File: config.mk
export PLATFORM = sky130hd
export DESIGN_NAME = fpga_reset_requester_flat
export DESIGN_NICKNAME = d
export VERILOG_FILES = /design/src/rtl/fpga_reset_pkg.sv /design/src/rtl/fpga_reset_requester_if.sv /design/src/rtl/fpga_reset_in_sync.sv /design/src/rtl/fpga_reset_requester.sv /design/src/flat_wrapper.sv
export SDC_FILE = /design/constraint.sdc
export NUM_CORES = 1
export LEC_CHECK = 0
export ABC_CLOCK_PERIOD_IN_PS = 5600
export CORE_MARGIN = 5
export CORE_UTILIZATION = 45
export DETAILED_ROUTE_END_ITERATION = 8
export PLACE_DENSITY = 0.67
export SLEW_MARGIN = 20
export SYNTH_ARGS = -nofsm -noshare
export SYNTH_HDL_FRONTEND = slang
export SYNTH_SLANG_ARGS = --single-unit
File: constraint.sdc
create_clock -name clock -period 5.6 [get_ports clock]
set_input_delay 0.84 -clock clock [delete_from_list [all_inputs] [get_ports clock]]
set_output_delay 0.84 -clock clock [all_outputs]
set_load 0.05 [all_outputs]
File: src/rtl/fpga_reset_pkg.sv
// Shared types for the board reset requester: FSM state encoding and cause-vector layout.
package fpga_reset_pkg;

    typedef enum logic [1:0] {
        HOLD      = 2'd0,
        WAIT_DONE = 2'd1,
        COOLDOWN  = 2'd2,
        IDLE      = 2'd3
    } reset_state_t;

    localparam int CAUSE_W         = 6;
    localparam int CAUSE_POR       = 0;
    localparam int CAUSE_LOCK_LOSS = 1;
    localparam int CAUSE_BUTTON    = 2;
    localparam int CAUSE_WDT       = 3;
    localparam int CAUSE_SW        = 4;
    localparam int CAUSE_TIMEOUT   = 5;

    typedef logic [CAUSE_W-1:0] cause_t;

    function automatic cause_t cause_mask(input int unsigned idx);
        cause_mask = cause_t'(1) << idx;
    endfunction

endpackage

File: src/rtl/fpga_reset_requester_if.sv
// Request/status bundle between the reset requester and the board: request sources in, reset and cause out.
interface fpga_reset_requester_if;
    import fpga_reset_pkg::*;

    logic   mmcm_locked;
    logic   btn_n;
    logic   wdt_req;
    logic   sw_req;
    logic   chain_reset;
    logic   cause_clear;
    logic   areset_out;
    logic   busy;
    cause_t cause;

    modport master (
        input  mmcm_locked, btn_n, wdt_req, sw_req, chain_reset, cause_clear,
        output areset_out, busy, cause
    );

    modport slave (
        output mmcm_locked, btn_n, wdt_req, sw_req, chain_reset, cause_clear,
        input  areset_out, busy, cause
    );

endinterface

File: src/rtl/fpga_reset_in_sync.sv
// Multi-flop synchronizer for asynchronous inputs; every stage presets to 1 while areset is high.
module fpga_reset_in_sync #(
    parameter int STAGES = 4
) (
    input  logic clock,
    input  logic areset,
    input  logic d,
    output logic q
);

    logic [STAGES-1:0] stage;

    always_ff @(posedge clock or posedge areset) begin
        if (areset) begin
            stage <= '1;
        end else begin
            stage <= {stage[STAGES-2:0], d};
        end
    end

    assign q = stage[STAGES-1];

endmodule

File: src/rtl/fpga_reset_requester.sv
// Reset-chain initiator: collects reset requests, holds areset_out a minimum locked time,
// waits for the chain to release, then cools down before accepting new requests.
module fpga_reset_requester
    import fpga_reset_pkg::*;
#(
    parameter int SYNC_STAGES     = 4,
    parameter int DEBOUNCE_BITS   = 8,
    parameter int ASSERT_CYCLES   = 64,
    parameter int COOLDOWN_CYCLES = 16,
    parameter int TIMEOUT_BITS    = 16
) (
    input  logic                    clock,
    input  logic                    areset,
    fpga_reset_requester_if.master  req
);

    localparam int CNT_W = (ASSERT_CYCLES > 1) ? $clog2(ASSERT_CYCLES) : 1;
    localparam int CD_W  = $clog2(COOLDOWN_CYCLES + 1);

    logic lock_n_s;
    logic lock_s;
    logic btn_s;
    logic chain_s;

    // Lock is inverted around the synchronizer so it reads as "not locked" while in reset.
    fpga_reset_in_sync #(.STAGES(SYNC_STAGES)) u_lock_sync (
        .clock  (clock),
        .areset (areset),
        .d      (~req.mmcm_locked),
        .q      (lock_n_s)
    );

    fpga_reset_in_sync #(.STAGES(SYNC_STAGES)) u_btn_sync (
        .clock  (clock),
        .areset (areset),
        .d      (req.btn_n),
        .q      (btn_s)
    );

    fpga_reset_in_sync #(.STAGES(SYNC_STAGES)) u_chain_sync (
        .clock  (clock),
        .areset (areset),
        .d      (req.chain_reset),
        .q      (chain_s)
    );

    assign lock_s = ~lock_n_s;

    logic                     btn_db;
    logic [DEBOUNCE_BITS-1:0] db_cnt;
    logic                     db_flip;
    logic                     btn_press;

    assign db_flip   = (btn_s != btn_db) && (db_cnt == '1);
    assign btn_press = db_flip && btn_db;

    // btn_db is the debounced level (1 = released); it only follows btn_s after an unbroken run of disagreement.
    always_ff @(posedge clock or posedge areset) begin
        if (areset) begin
            btn_db <= 1'b1;
            db_cnt <= '0;
        end else if (btn_s == btn_db) begin
            db_cnt <= '0;
        end else if (db_flip) begin
            btn_db <= btn_s;
            db_cnt <= '0;
        end else begin
            db_cnt <= db_cnt + DEBOUNCE_BITS'(1);
        end
    end

    reset_state_t            state;
    reset_state_t            state_nxt;
    logic [CNT_W-1:0]        hold_cnt;
    logic [CD_W-1:0]         cd_cnt;
    logic [TIMEOUT_BITS-1:0] tmo;
    logic                    pending;
    logic                    areset_out_r;
    logic                    busy;
    cause_t                  cause_r;
    cause_t                  events;

    logic hold_done;
    logic cd_done;
    logic wait_timeout;
    logic timeout_evt;
    logic lock_lost;
    logic user_req;

    assign hold_done    = lock_s && (hold_cnt == CNT_W'(ASSERT_CYCLES - 1));
    assign cd_done      = (cd_cnt == CD_W'(COOLDOWN_CYCLES - 1));
    assign wait_timeout = (tmo == '1);
    assign timeout_evt  = (state == WAIT_DONE) && lock_s && chain_s && wait_timeout;
    assign lock_lost    = !lock_s && (state != HOLD);
    assign user_req     = btn_press || req.wdt_req || req.sw_req;

    always_ff @(posedge clock or posedge areset) begin
        if (areset) begin
            state <= HOLD;
        end else begin
            state <= state_nxt;
        end
    end

    always_comb begin
        state_nxt = state;
        case (state)
            HOLD: begin
                if (hold_done) state_nxt = WAIT_DONE;
            end
            WAIT_DONE: begin
                if (!lock_s)           state_nxt = HOLD;
                else if (!chain_s)     state_nxt = COOLDOWN;
                else if (wait_timeout) state_nxt = HOLD;
            end
            COOLDOWN: begin
                if (!lock_s)      state_nxt = HOLD;
                else if (cd_done) state_nxt = IDLE;
            end
            IDLE: begin
                if (!lock_s || user_req || pending) state_nxt = HOLD;
            end
            default: state_nxt = HOLD;
        endcase
    end

    always_comb begin
        busy                    = (state != IDLE);
        events                  = '0;
        events[CAUSE_LOCK_LOSS] = lock_lost;
        events[CAUSE_BUTTON]    = btn_press;
        events[CAUSE_WDT]       = req.wdt_req;
        events[CAUSE_SW]        = req.sw_req;
        events[CAUSE_TIMEOUT]   = timeout_evt;
    end

    // Registered from the next state so areset_out rises on the same edge that enters HOLD.
    always_ff @(posedge clock or posedge areset) begin
        if (areset) begin
            areset_out_r <= 1'b1;
        end else begin
            areset_out_r <= (state_nxt == HOLD);
        end
    end

    always_ff @(posedge clock or posedge areset) begin
        if (areset) begin
            hold_cnt <= '0;
            cd_cnt   <= '0;
            tmo      <= '0;
        end else begin
            if (state != HOLD || !lock_s || hold_done) hold_cnt <= '0;
            else                                       hold_cnt <= hold_cnt + CNT_W'(1);

            if (state != COOLDOWN || cd_done) cd_cnt <= '0;
            else                              cd_cnt <= cd_cnt + CD_W'(1);

            if (state != WAIT_DONE || wait_timeout) tmo <= '0;
            else                                    tmo <= tmo + TIMEOUT_BITS'(1);
        end
    end

    // Requests arriving in COOLDOWN are remembered and replayed once IDLE is reached.
    always_ff @(posedge clock or posedge areset) begin
        if (areset) begin
            pending <= 1'b0;
        end else if (state_nxt == HOLD) begin
            pending <= 1'b0;
        end else if (state == COOLDOWN && user_req) begin
            pending <= 1'b1;
        end
    end

    always_ff @(posedge clock or posedge areset) begin
        if (areset) begin
            cause_r <= cause_mask(CAUSE_POR);
        end else begin
            cause_r <= (req.cause_clear ? '0 : cause_r) | events;
        end
    end

    assign req.areset_out = areset_out_r;
    assign req.busy       = busy;
    assign req.cause      = cause_r;

endmodule

File: src/flat_wrapper.sv
// flat-port wrapper written by rule: the top's interface ports become plain ports
module fpga_reset_requester_flat import fpga_reset_pkg::*;
#(
    parameter int SYNC_STAGES     = 4,
    parameter int DEBOUNCE_BITS   = 8,
    parameter int ASSERT_CYCLES   = 64,
    parameter int COOLDOWN_CYCLES = 16,
    parameter int TIMEOUT_BITS    = 16
)
  (clock, areset, req_mmcm_locked, req_btn_n, req_wdt_req, req_sw_req, req_chain_reset, req_cause_clear, req_areset_out, req_busy, req_cause);
  fpga_reset_requester_if req_i ();
  input  logic clock;
  input  logic areset;
  input wire logic [$bits(req_i.mmcm_locked)-1:0] req_mmcm_locked;
  input wire logic [$bits(req_i.btn_n)-1:0] req_btn_n;
  input wire logic [$bits(req_i.wdt_req)-1:0] req_wdt_req;
  input wire logic [$bits(req_i.sw_req)-1:0] req_sw_req;
  input wire logic [$bits(req_i.chain_reset)-1:0] req_chain_reset;
  input wire logic [$bits(req_i.cause_clear)-1:0] req_cause_clear;
  output wire logic [$bits(req_i.areset_out)-1:0] req_areset_out;
  output wire logic [$bits(req_i.busy)-1:0] req_busy;
  output wire logic [$bits(req_i.cause)-1:0] req_cause;
  assign req_i.mmcm_locked = req_mmcm_locked;
  assign req_i.btn_n = req_btn_n;
  assign req_i.wdt_req = req_wdt_req;
  assign req_i.sw_req = req_sw_req;
  assign req_i.chain_reset = req_chain_reset;
  assign req_i.cause_clear = req_cause_clear;
  assign req_areset_out = req_i.areset_out;
  assign req_busy = req_i.busy;
  assign req_cause = req_i.cause;
  fpga_reset_requester #(.SYNC_STAGES(SYNC_STAGES), .DEBOUNCE_BITS(DEBOUNCE_BITS), .ASSERT_CYCLES(ASSERT_CYCLES), .COOLDOWN_CYCLES(COOLDOWN_CYCLES), .TIMEOUT_BITS(TIMEOUT_BITS)) u_core (.clock(clock), .areset(areset), .req(req_i));
endmodule
==> Word-level counts from Yosys, hierarchy flattened <==
Index checks and enable logic that the tools add are counted.
{ "totals": {"elab_cells": 69, "reg_bits": 58} }
{ "op_classes": {"muxes": 16, "reduce_logical": 21, "eq_ne": 12, "bitwise_logic": 4, "addsub": 4} }
{ "ops": {"columns": ["operator", "n"], "rows": [
  ["16-bit by 1-bit adder with 16-bit output (second input constant)", 1],
  ["16-bit equality test (second input constant)", 1],
  ["16-bit two-way mux", 1],
  ["8-bit two-way mux", 2],
  ["2-bit two-way mux", 7],
  ["6-bit two-way mux", 2],
  ["8-bit by 1-bit adder with 8-bit output (second input constant)", 1],
  ["8-bit equality test (second input constant)", 1],
  ["1-bit logical AND", 8],
  ["1-bit logical OR", 8],
  ["2-bit one-hot mux with 4 select lines", 1],
  ["6-bit by 1-bit adder with 6-bit output (second input constant)", 1],
  ["6-bit equality test (second input constant)", 1],
  ["6-bit bitwise OR", 1],
  ["5-bit by 1-bit adder with 5-bit output (second input constant)", 1],
  ["5-bit by 4-bit equality test with 1-bit output (second input constant)", 1],
  ["5-bit two-way mux", 1],
  ["2-bit equality test (second input constant)", 2],
  ["2-bit logical NOT", 2],
  ["2-bit != test (second input constant)", 2],
  ["2-bit nonzero test", 2],
  ["1-bit inverter", 3],
  ["2-bit by 1-bit equality test with 1-bit output (second input constant)", 1],
  ["1-bit two-way mux", 2],
  ["4 further kinds", 4]
]} }

==> Depth between registers and ports, before layout <==
Gate-level depths: netlist (run 1).
{ "logic_depth": {"ltp_word": 11, "ltp_mapped": 7, "depth_no_buf": 6} }

==> By module <==
A second synthesis (run 1) with hierarchy kept.
{ "unflattened": {"cells_unflattened": 218, "area_unflattened_um2": 2427.3} }
{ "modules_own_cells": {"columns": ["module", "cells_each", "instances", "area_per_inst_um2"], "rows": [
  ["fpga_reset_requester", 203, 1, 2100.8],
  ["fpga_reset_in_sync", 5, 3, 108.9]
]} }

==> Least setup slack after synthesis (run 1) <==
Ideal clock, no wire load.
{ "synth_timing": {"path_kind": "register to register", "startpoint": "register u_core.db_cnt[0]", "endpoint": "register u_core.pending", "path_stages_with_launch": 6, "setup_slack_ns": 3.771, "n_path_buf": 0, "setup_ns": 0.121, "arrival_time_ns": 1.708, "cell_sequence": "dfrtp_1 > ha_1 > nand4_1 > or4b_1 > a41o_1 > o22a_1"} }
{ "synth_via": {"elab_chain_cells": 11, "elab_cells_between_ends": 13, "classes_between": "eq/ne (1); mux (3); reduce/logical (9)"} }
{ "synth_rtl": {"columns": ["element", "line_no", "source"], "rows": [
  ["start: declaration", "fpga_reset_requester.sv:50", "logic [DEBOUNCE_BITS-1:0] db_cnt;"],
  ["start signal: assignment", "fpga_reset_requester.sv:68", "db_cnt <= db_cnt + DEBOUNCE_BITS'(1);"],
  ["8-bit equality test (*)", "fpga_reset_requester.sv:54", "assign db_flip = (btn_s != btn_db) && (db_cnt == '1);"],
  ["1-bit logical AND (*)", "fpga_reset_requester.sv:54", null],
  ["1-bit logical AND (*)", "fpga_reset_requester.sv:55", "assign btn_press = db_flip && btn_db;"],
  ["1-bit logical OR (*) (2 in series)", "fpga_reset_requester.sv:95", "assign user_req = btn_press || req.wdt_req || req.sw_req;"],
  ["1-bit logical OR (*) (2 in series)", "fpga_reset_requester.sv:121", "if (!lock_s || user_req || pending) state_nxt = HOLD;"],
  ["2-bit two-way mux (*)", "fpga_reset_requester.sv:121", null],
  ["2-bit one-hot mux with 4 select lines (*)", "fpga_reset_requester.sv:107", "case (state)"],
  ["via u_core.state_nxt[1]", "fpga_reset_requester.sv:73", "reset_state_t state_nxt;"],
  ["2-bit logical NOT (*)", "fpga_reset_requester.sv:167", "end else if (state_nxt == HOLD) begin"],
  ["1-bit two-way mux / 2-bit nonzero test (equally long branches)", null, null],
  ["end signal: assignment", "fpga_reset_requester.sv:166", "pending <= 1'b0;"],
  ["end signal: assignment", "fpga_reset_requester.sv:168", "pending <= 1'b0;"],
  ["end signal: assignment", "fpga_reset_requester.sv:170", "pending <= 1'b1;"],
  ["end: declaration", "fpga_reset_requester.sv:77", "logic pending;"]
]} }
The timed path passes the listed nets; every way through them passes the cells marked *.
A chain may end at the register's enable or synchronous reset.

==> Worst setup path after layout (run 1) <==
{ "layout_timing": {"startpoint": "register u_core.state[1]", "endpoint": "output req_busy"} }
{ "layout_via": {"elab_chain_cells": 1} }
{ "layout_rtl": {"columns": ["element", "line_no", "source"], "rows": [
  ["start: declaration", "fpga_reset_requester.sv:72", "reset_state_t state;"],
  ["start signal: assignment", "fpga_reset_requester.sv:101", "state <= state_nxt;"],
  ["2-bit != test", "fpga_reset_requester.sv:128", "busy = (state != IDLE);"],
  ["end: declaration", "flat_wrapper.sv:21", "output wire logic [$bits(req_i.busy)-1:0] req_busy;"]
]} }
No other way between the ends.

==> impl_metrics.toml, run 1 <==
[outcome]
status = "finished clean"

[finish]
final_nets = 247
fin_area_um2 = 2800
fin_util = 0.545
drive_gt1_frac = 0.163
syn2layout_area_growth_pct = 16.1
fill_cells = 473
n_antenna_cell = 0
final_cells = 309

[synth]
synthAdderAreaFrac = 0.0259
syn_inst = 212
synth_top_family_by_area = "simple AND/OR/NAND/NOR gates"
synth_nets = 225
synth-edff-count = 0
syn_avg_cell_area_um2 = 11.4
ys_warn_count = 0
ys_seq_area_frac = 0.610
synthXorXnorAreaFrac = 0.0872
yosys.area_share.simple = 0.188
synth_mux_area_frac = 0.00467
synth_seq_cells = 58
async_flop_share = 1.00
netlist_area_um2 = 2410
synthFlopType = "dfrtp_1"
yosysUniqueCellTypes = 38
synth_compound_area_frac = 0.0555

[placement]
hpwl_um = 2590
dp.cells = 293
dpl_worst_slack_ns = 3.39
io_buffers = 15
dpl_cell_area_um2 = 2640
gp_congestion = 0.708

[worst_setup_path]
critPathLaunchType = "flop"
path_buf_inv = 1
arrival_ns = 1.73
rrSetupSlack_ns = 3.57
r2r_cells = 5
cp.required_ns = 4.76
worst-setup-path-type = "reg2out"
critical_path.slowest_cell = "clkdlybuf4s50_1"
slowest_delay_ns = 0.80
cp_cell_sequence = "nand2_1 -> clkdlybuf4s50_1"
cp_max_fo = 11
cpLargestDelayFamily = "buffers and inverters"
rr_endpoint = "u_core.pending"
end_kind = "primary output"
r2r_start = "u_core.db_cnt[0]"

[hold_path]
holdPathEnd = "u_core.u_btn_sync.stage[1]"
hp-class = "reg2reg"
whs_path_depth = 0
min_from = "u_core.u_btn_sync.stage[0]"

[floorplanning]
start_util = 0.469
die_h_um = 83.2
io_pins = 16
die_x_um = 83.2
core_um2 = 5140
rows = 26
die_area_um2 = 6920

[clock_network]
clk_pin_slew_worst_paths_ns = 0.06
root_buffer = "clkbuf_8"
clockBufferDepth = 2
cts_resized = 0
cts_tree = "built"
htree_levels = 3
numClockSinks = 58
cts_setup_buffers = 0
hold_buffers = 0
numCtsBuffers = 9
clock_latency_ns = 0.32

[sta]
relSlewSlack = 0.534
clock_skew_ns = 0.00350
setup_tns_ns = 0
worst_pin_slew_ns = 0.699
hold_viol_final = 0
hold_ws_ns = 0.352
setup-violations-final = 0
period_share = 0.459
layout_min_cycle_time_ns = 2.57
clock.fmax_mhz = 389
finalMaxSlewViolations = 0
grt_setup_unrepaired = "false"
setup_ws_ns = 3.03

[global_route]
grt_pass1_vias = 1513
antenna_found_initial = 0
grtUsageTotal = 0.126
grt_pass1_wl_um = 6980
grt-ovfl-total = 0
grt_max_degree = 59

[detailed_routing]
route.met2.wl_um = 1770
wl_per_cell_um = 12.6
highest_layer = "met4"
drc = 0
viasPerCell = 4.88
route.met3.wl_um = 207
wirelength_um = 3900
met1_length_um = 1860
vias = 1509
ant_nets = 0
drt-initial-drc-count = 83
dr.pass1.iters = 4

[power_and_ir_drop]
vdd_drop_max_mv = 0.242
finalPower_mw = 0.788
power_leakage_nw = 1.21
p_per_area_nw_per_um2 = 282

[run]
max_cap_violations = 0
## flip-flops by register name, summed over array words and instances (netlist names)
signal                     flops
u_core.req.areset_out          1
u_core.state                   2
u_core.hold_cnt                6
u_core.cd_cnt                  5
u_core.pending                 1
u_core.btn_db                  1
u_core.tmo                    16
u_core.u_chain_sync.stage      4
u_core.req.cause               6
u_core.db_cnt                  8
u_core.u_btn_sync.stage        4
u_core.u_lock_sync.stage       4
## logic make-up after synthesis
group | count (synthesis)
AOI/OAI and AO/OA | 20
xor gates and xnor gates | 24
adders and majority gates | 5
buffers and inverters | 18
DFF | 58
muxes | 1
and+or+nand+nor | 86
## cells in the mapped netlist, types with 2 or more instances
cell      number  area share
nand2_1        9       0.014
a41o_1         2      0.0083
xor2_1        13       0.047
nor3_1         2      0.0042
clkbuf_1       3      0.0047
o21ai_0        6       0.012
inv_1         13       0.020
a21oi_1        5       0.010
a21o_1         2      0.0062
or2_2          2      0.0052
dfrtp_1       43        0.45
nand3_1        8       0.017
nor2b_1        2      0.0052
nor4_1         3      0.0078
xnor2_1       11       0.040
nor2_1        37       0.058
nand4_1        5       0.013
or3b_2         2      0.0073
and3_1         4       0.010
or3_1          4       0.010
ha_1           5       0.026
dfstp_2       15        0.16
## worst register-to-register path, cell delays in order, from the launching register on
cell and delay [ns]:
dfrtp_1 0.39, ha_1 0.22, nand4_1 0.17, or4b_1 0.63
a41o_1 0.31, o22a_1 0.20
## layer usage
| metal | GRT usage | vias to the layer above |
|---|---|---|
| met3 | 0.0584 | 6 |
| met5 | 0 | - |
| li1 | - | 756 |
| met1 | 0.157 | 721 |
| met2 | 0.194 | 26 |
| met4 | 0.0446 | 0 |
## worst max-delay path by stage
stage,start,endpoint,cells past startpoint
2_1_floorplan,areset,u_core.cd_cnt[0],1
3_3_place_gp,u_core.state[1],req_busy,2
3_5_place_dp,u_core.state[1],req_busy,2
4_1_cts,u_core.state[1],req_busy,2
5_1_grt,u_core.state[1],req_busy,2
6_report,u_core.state[1],req_busy,2
## area by class of cell
type	count	area [µm²]	share of cell area
Timing Repair Buffer	16	158	0.0563
Sequential cell	58	1470	0.525
Clock inverter	3	15.0	0.00536
Tap cell	70	87.6	0.0313
Clock buffer	13	149	0.0532
Multi-Input combinational cell	136	871	0.311
Inverter	13	48.8	0.0174
## cell usage in the layout, fill, tap and decap left out, types with 2 or more instances in the layout
cell type        synthesis  routed
a21oi_1                  5       5
xor2_1                  13      13
or3_1                    4       4
a21o_1                   2       2
or3b_2                   2       2
nand4_1                  5       5
or2_2                    2       2
xnor2_1                 11      11
a41o_1                   2       2
nor2_1                  37      37
nand2_1                  9       9
nor3_1                   2       2
dfrtp_1                 43      43
ha_1                     5       5
inv_1                   13      12
clkbuf_1                 3       3
clkinv_2                 0       3
nand3_1                  8       8
clkdlybuf4s50_1          0      15
clkbuf_8                 0      10
nor4_1                   3       3
nor2b_1                  2       2
and3_1                   4       4
dfstp_2                 15      15
o21ai_0                  6       6
## power by group
| group | switching [mW] | total [mW] | leakage, nW | internal, mW |
|---|---|---|---|---|
| combinational | 0.0184 | 0.0300 | 0.378 | 0.0116 |
| clock | 0.151 | 0.321 | 0.0872 | 0.171 |
| sequential | 0.00543 | 0.437 | 0.747 | 0.432 |
| total | 0.175 | 0.788 | 1.21 | 0.614 |
(Power assumes the default switching activity.)
==> run 2: changes to the inputs <==
ABC_CLOCK_PERIOD_IN_PS = 2050   (was 5600)
PLACE_DENSITY = 0.7   (was 0.67)
clock period = 2.05 ns   (was 5.6 ns; I/O delays follow)
==> impl_metrics.toml, run 2 (synthesis gave the netlist of run 1 again) <==
[sta]
clock.fmax_mhz = 510
period_share = 0.957
clock_skew_ns = 0.0111
hold_viol_final = 0
finalMaxSlewViolations = 0
setup_tns_ns = 0
layout_min_cycle_time_ns = 1.96
setup_ws_ns = 0.0876
setup-violations-final = 0
worst_pin_slew_ns = 0.504
relSlewSlack = 0.663
grt_setup_unrepaired = "false"

[floorplanning]
die_area_um2 = 6920
rows = 26
die_h_um = 83.2
io_pins = 16
die_x_um = 83.2
core_um2 = 5140
start_util = 0.469

[global_route]
grt_pass1_wl_um = 7330
grt-ovfl-total = 0
antenna_found_initial = 0
grtUsageTotal = 0.134
grt_pass1_vias = 1604
grt_max_degree = 23

[placement]
dpl_worst_slack_ns = 0.0931
hpwl_um = 2730
io_buffers = 15
gp_congestion = 0.787

[worst_setup_path]
cpLargestDelayFamily = "buffers and inverters"
cp_cell_sequence = "clkdlybuf4s50_1"
worst-setup-path-type = "reg2out"
path_buf_inv = 1
critical_path.slowest_cell = "clkdlybuf4s50_1"
slowest_delay_ns = 0.80
arrival_ns = 1.65
critPathLaunchType = "flop"
end_kind = "primary output"
cp_max_fo = 2
cp.required_ns = 1.74

[power_and_ir_drop]
p_per_area_nw_per_um2 = 858
power_leakage_nw = 1.29
vdd_drop_max_mv = 0.504

[finish]
final_cell_mix = "dfrtp_1, nor2_1, clkdlybuf4s50_1, dfstp_2, xor2_1"
top_register = "u_core.tmo"
top_regs = "u_core.tmo x16, u_core.db_cnt x8"
n_antenna_cell = 0
final_nets = 253
largest_reg_flops = 16
syn2layout_area_growth_pct = 22.0
final_common_cell = "dfrtp_1"
drive_gt1_frac = 0.196

[clock_network]
cts_tree = "built"
clockBufferDepth = 2
root_buffer = "clkbuf_8"
clk_pin_slew_worst_paths_ns = 0.07
htree_levels = 3
clock_latency_ns = 0.34
numClockSinks = 58
hold_buffers = 0
numCtsBuffers = 9

[outcome]
status = "finished clean"

[run]
max_cap_violations = 0

[detailed_routing]
wl_per_cell_um = 12.7
drt-initial-drc-count = 79
wirelength_um = 4000
vias = 1583
dr.pass1.iters = 4
viasPerCell = 5.03
drc = 0
ant_nets = 0

[hold_path]
hp-class = "in2async"
-- run 2: cell types whose count changed in the layout (fill, tap and decap cells not counted) --
cell	previous run	this run
clkbuf_8	10	9
buf_12	0	2
bufinv_16	0	3
or4b_4	1	2
or4b_1	1	0
buf_4	1	5
clkbuf_1	3	1
-- run 2: worst paths after layout --
| path | cells past startpoint | end | slack, ns | startpoint |
|---|---|---|---|---|
| worst max-delay path | 1 | req_cause[0] | 0.09 | u_core.req.cause[0] |
| worst min-delay path | 2 | u_core.state[0] | 0.32 | areset |
| worst max register to register | 5 | u_core.pending | 0.17 | u_core.db_cnt[0] |
| worst min register to register | 0 | u_core.u_chain_sync.stage[2] | 0.35 | u_core.u_chain_sync.stage[1] |
| max in group asynchronous | 3 | u_core.req.cause[0] | 1.17 | areset |
| min in group clock | 0 | u_core.u_chain_sync.stage[2] | 0.35 | u_core.u_chain_sync.stage[1] |
-- run 2: layer usage --
layer  vias up  GRT usage  share of wire
li1        770          -              -
met1       771      0.167           0.49
met2        33      0.195           0.44
met3         9     0.0515          0.047
met4         0     0.0847          0.026
met5         -          0              0
-- run 2: metrics by stage --
step                      instance area (µm²)  cells  hold WS, ns  total power, mW  utilization
after floorplan                          2410    212        0.312             1.26            -
after global placement                   2700    298        0.346             1.30        0.525
after detailed placement                 2700    298        0.347             1.31        0.525
after CTS                                2930    314        0.321             2.56        0.570
after global routing                     2940    315        0.344             2.64        0.572
final                                    2940    315        0.319             2.52        0.572
-- run 2: cell type report --
type                       count  area [µm²]
timing repair buffer          22         228
tap                           70        87.6
clock inverter                 6         105
fill                         473        2200
inverter                      13        48.8
clock buffer                  10         128
multi-input combinational    136         875
sequential                    58        1470
-- run 2: worst reg2reg max path, stage by stage, from the launching register on --
cell	delay [ns]
dfrtp_1	0.39
ha_1	0.21
nand4_1	0.13
or4b_4	0.57
a41o_1	0.28
o22a_1	0.19
-- run 2: power breakdown --
part,internal [mW],switching (mW),total (mW)
combinational,0.0378,0.0522,0.0900
sequential,1.18,0.0143,1.19
clock,0.801,0.439,1.24
total,2.02,0.506,2.52
-- run 2: what timing repair did --
action / 4_1_cts / 5_1_grt
endpoints found under the setup margin: 0 / 1
gates resized for setup: 0 / 1
setup buffers: 0 / 1
==> run 3: changes to the inputs <==
==> constraint.sdc (replaced) <==
create_clock -name clock -period 2.05 [get_ports clock]
set_input_delay 0.205 -clock clock [delete_from_list [all_inputs] [get_ports clock]]
set_output_delay 0.205 -clock clock [all_outputs]
set_load 0.05 [all_outputs]
==> impl_metrics.toml, run 3 (synthesis gave the netlist of run 1 again) <==
[outcome]
status = "finished clean"

[worst_setup_path]
slowest_delay_ns = 0.80
cp.required_ns = 1.85
rrSetupSlack_ns = 0.17
end_kind = "primary output"
cp_max_fo = 11
critPathLaunchType = "flop"
arrival_ns = 1.72
worst-setup-path-type = "reg2out"
cp_cell_sequence = "nand2_1 -> clkdlybuf4s50_1"
critical_path.slowest_cell = "clkdlybuf4s50_1"

[finish]
final_cell_mix = "dfrtp_1, nor2_1, clkdlybuf4s50_1, dfstp_2, xor2_1"
final_nets = 251
drive_gt1_frac = 0.189
multi_input_area_um2 = 875
seq_area_um2 = 1470
fin_util = 0.564
largest_reg_flops = 16
top_register = "u_core.tmo"
top_regs = "u_core.tmo x16, u_core.db_cnt x8"
final_common_cell = "dfrtp_1"
fill_cells = 466
n_antenna_cell = 0
syn2layout_area_growth_pct = 20.3

[detailed_routing]
wirelength_um = 3850
vias = 1548
wl_per_cell_um = 12.3
drc = 0
drt-initial-drc-count = 55
ant_nets = 0
viasPerCell = 4.95
dr.pass1.iters = 4

[global_route]
antenna_found_initial = 0
grt_max_degree = 25
grt_pass1_wl_um = 7020
grt-ovfl-total = 0
grt_pass1_vias = 1535
grtUsageTotal = 0.128

[floorplanning]
rows = 26
die_x_um = 83.2
core_um2 = 5140
die_h_um = 83.2
die_area_um2 = 6920
io_pins = 16
start_util = 0.469

[sta]
worst_pin_slew_ns = 0.508
finalMaxSlewViolations = 0
layout_min_cycle_time_ns = 1.92
hold_ws_ns = 0.219
grt_setup_unrepaired = "false"
clock_skew_ns = 0.00698
hold_viol_final = 0
setup-violations-final = 0
relSlewSlack = 0.660
period_share = 0.939
setup_tns_ns = 0
clock.fmax_mhz = 520

[run]
max_cap_violations = 0

[power_and_ir_drop]
vdd_drop_max_mv = 0.516
p_per_area_nw_per_um2 = 834
power_leakage_nw = 1.26

[clock_network]
clock_latency_ns = 0.33
clk_pin_slew_worst_paths_ns = 0.07
numClockSinks = 58
clockBufferDepth = 2
htree_levels = 3
cts_setup_buffers = 0
cts_resized = 0
hold_buffers = 0
numCtsBuffers = 9
cts_tree = "built"
root_buffer = "clkbuf_8"

[hold_path]
hp-class = "in2async"

[placement]
gp_congestion = 0.777
hpwl_um = 2600
io_buffers = 15
run 3: metal layers:
| layer | vias to the layer above | routed length [µm] | global-route usage |
|---|---|---|---|
| li1 | 775 | - | - |
| met1 | 740 | 1840 | 0.159 |
| met2 | 30 | 1770 | 0.189 |
| met3 | 3 | 199 | 0.0752 |
| met4 | 0 | 34 | 0.0386 |
| met5 | - | 0 | 0 |
run 3: worst paths after layout:
kind	from	cells after the start	to
setup reg to reg	u_core.db_cnt[0]	5	u_core.pending
hold reg to reg	u_core.u_lock_sync.stage[1]	0	u_core.u_lock_sync.stage[2]
hold / removal	areset	2	u_core.tmo[15]
setup / recovery	u_core.state[1]	2	req_busy
max in group asynchronous	areset	3	u_core.req.areset_out
min in group clock	req_btn_n	1	u_core.u_btn_sync.stage[0]
run 3: layout make-up:
class,count,area share
Clock buffer,11,0.0487
Timing Repair Buffer,20,0.0690
Clock inverter,5,0.0267
Tap cell,70,0.0302
Inverter,13,0.0168
Sequential cell,58,0.507
Multi-Input combinational cell,136,0.302
run 3: report_power, final:
part	internal [mW]	switching (mW)	leakage, nW
sequential	1.18	0.0149	0.747
combinational	0.0365	0.0512	0.404
clock	0.713	0.425	0.109
run 3: worst max-delay path, delay by kind of cell (launching register included):
kind,cells,cell delay (ns)
buf+inv,1,0.80
flops,1,0.47
simple gates,1,0.12
run 3: metrics by stage:
step           area [µm²]  setup WS (ns)  instances  total power, mW
2_1_floorplan        2410          0.221        212             1.26
3_3_place_gp         2680          0.159        297             1.30
3_5_place_dp         2680          0.112        297             1.30
4_1_cts              2900          0.103        313             2.46
5_1_grt              2900        0.00583        313             2.54
6_report             2900          0.126        313             2.42
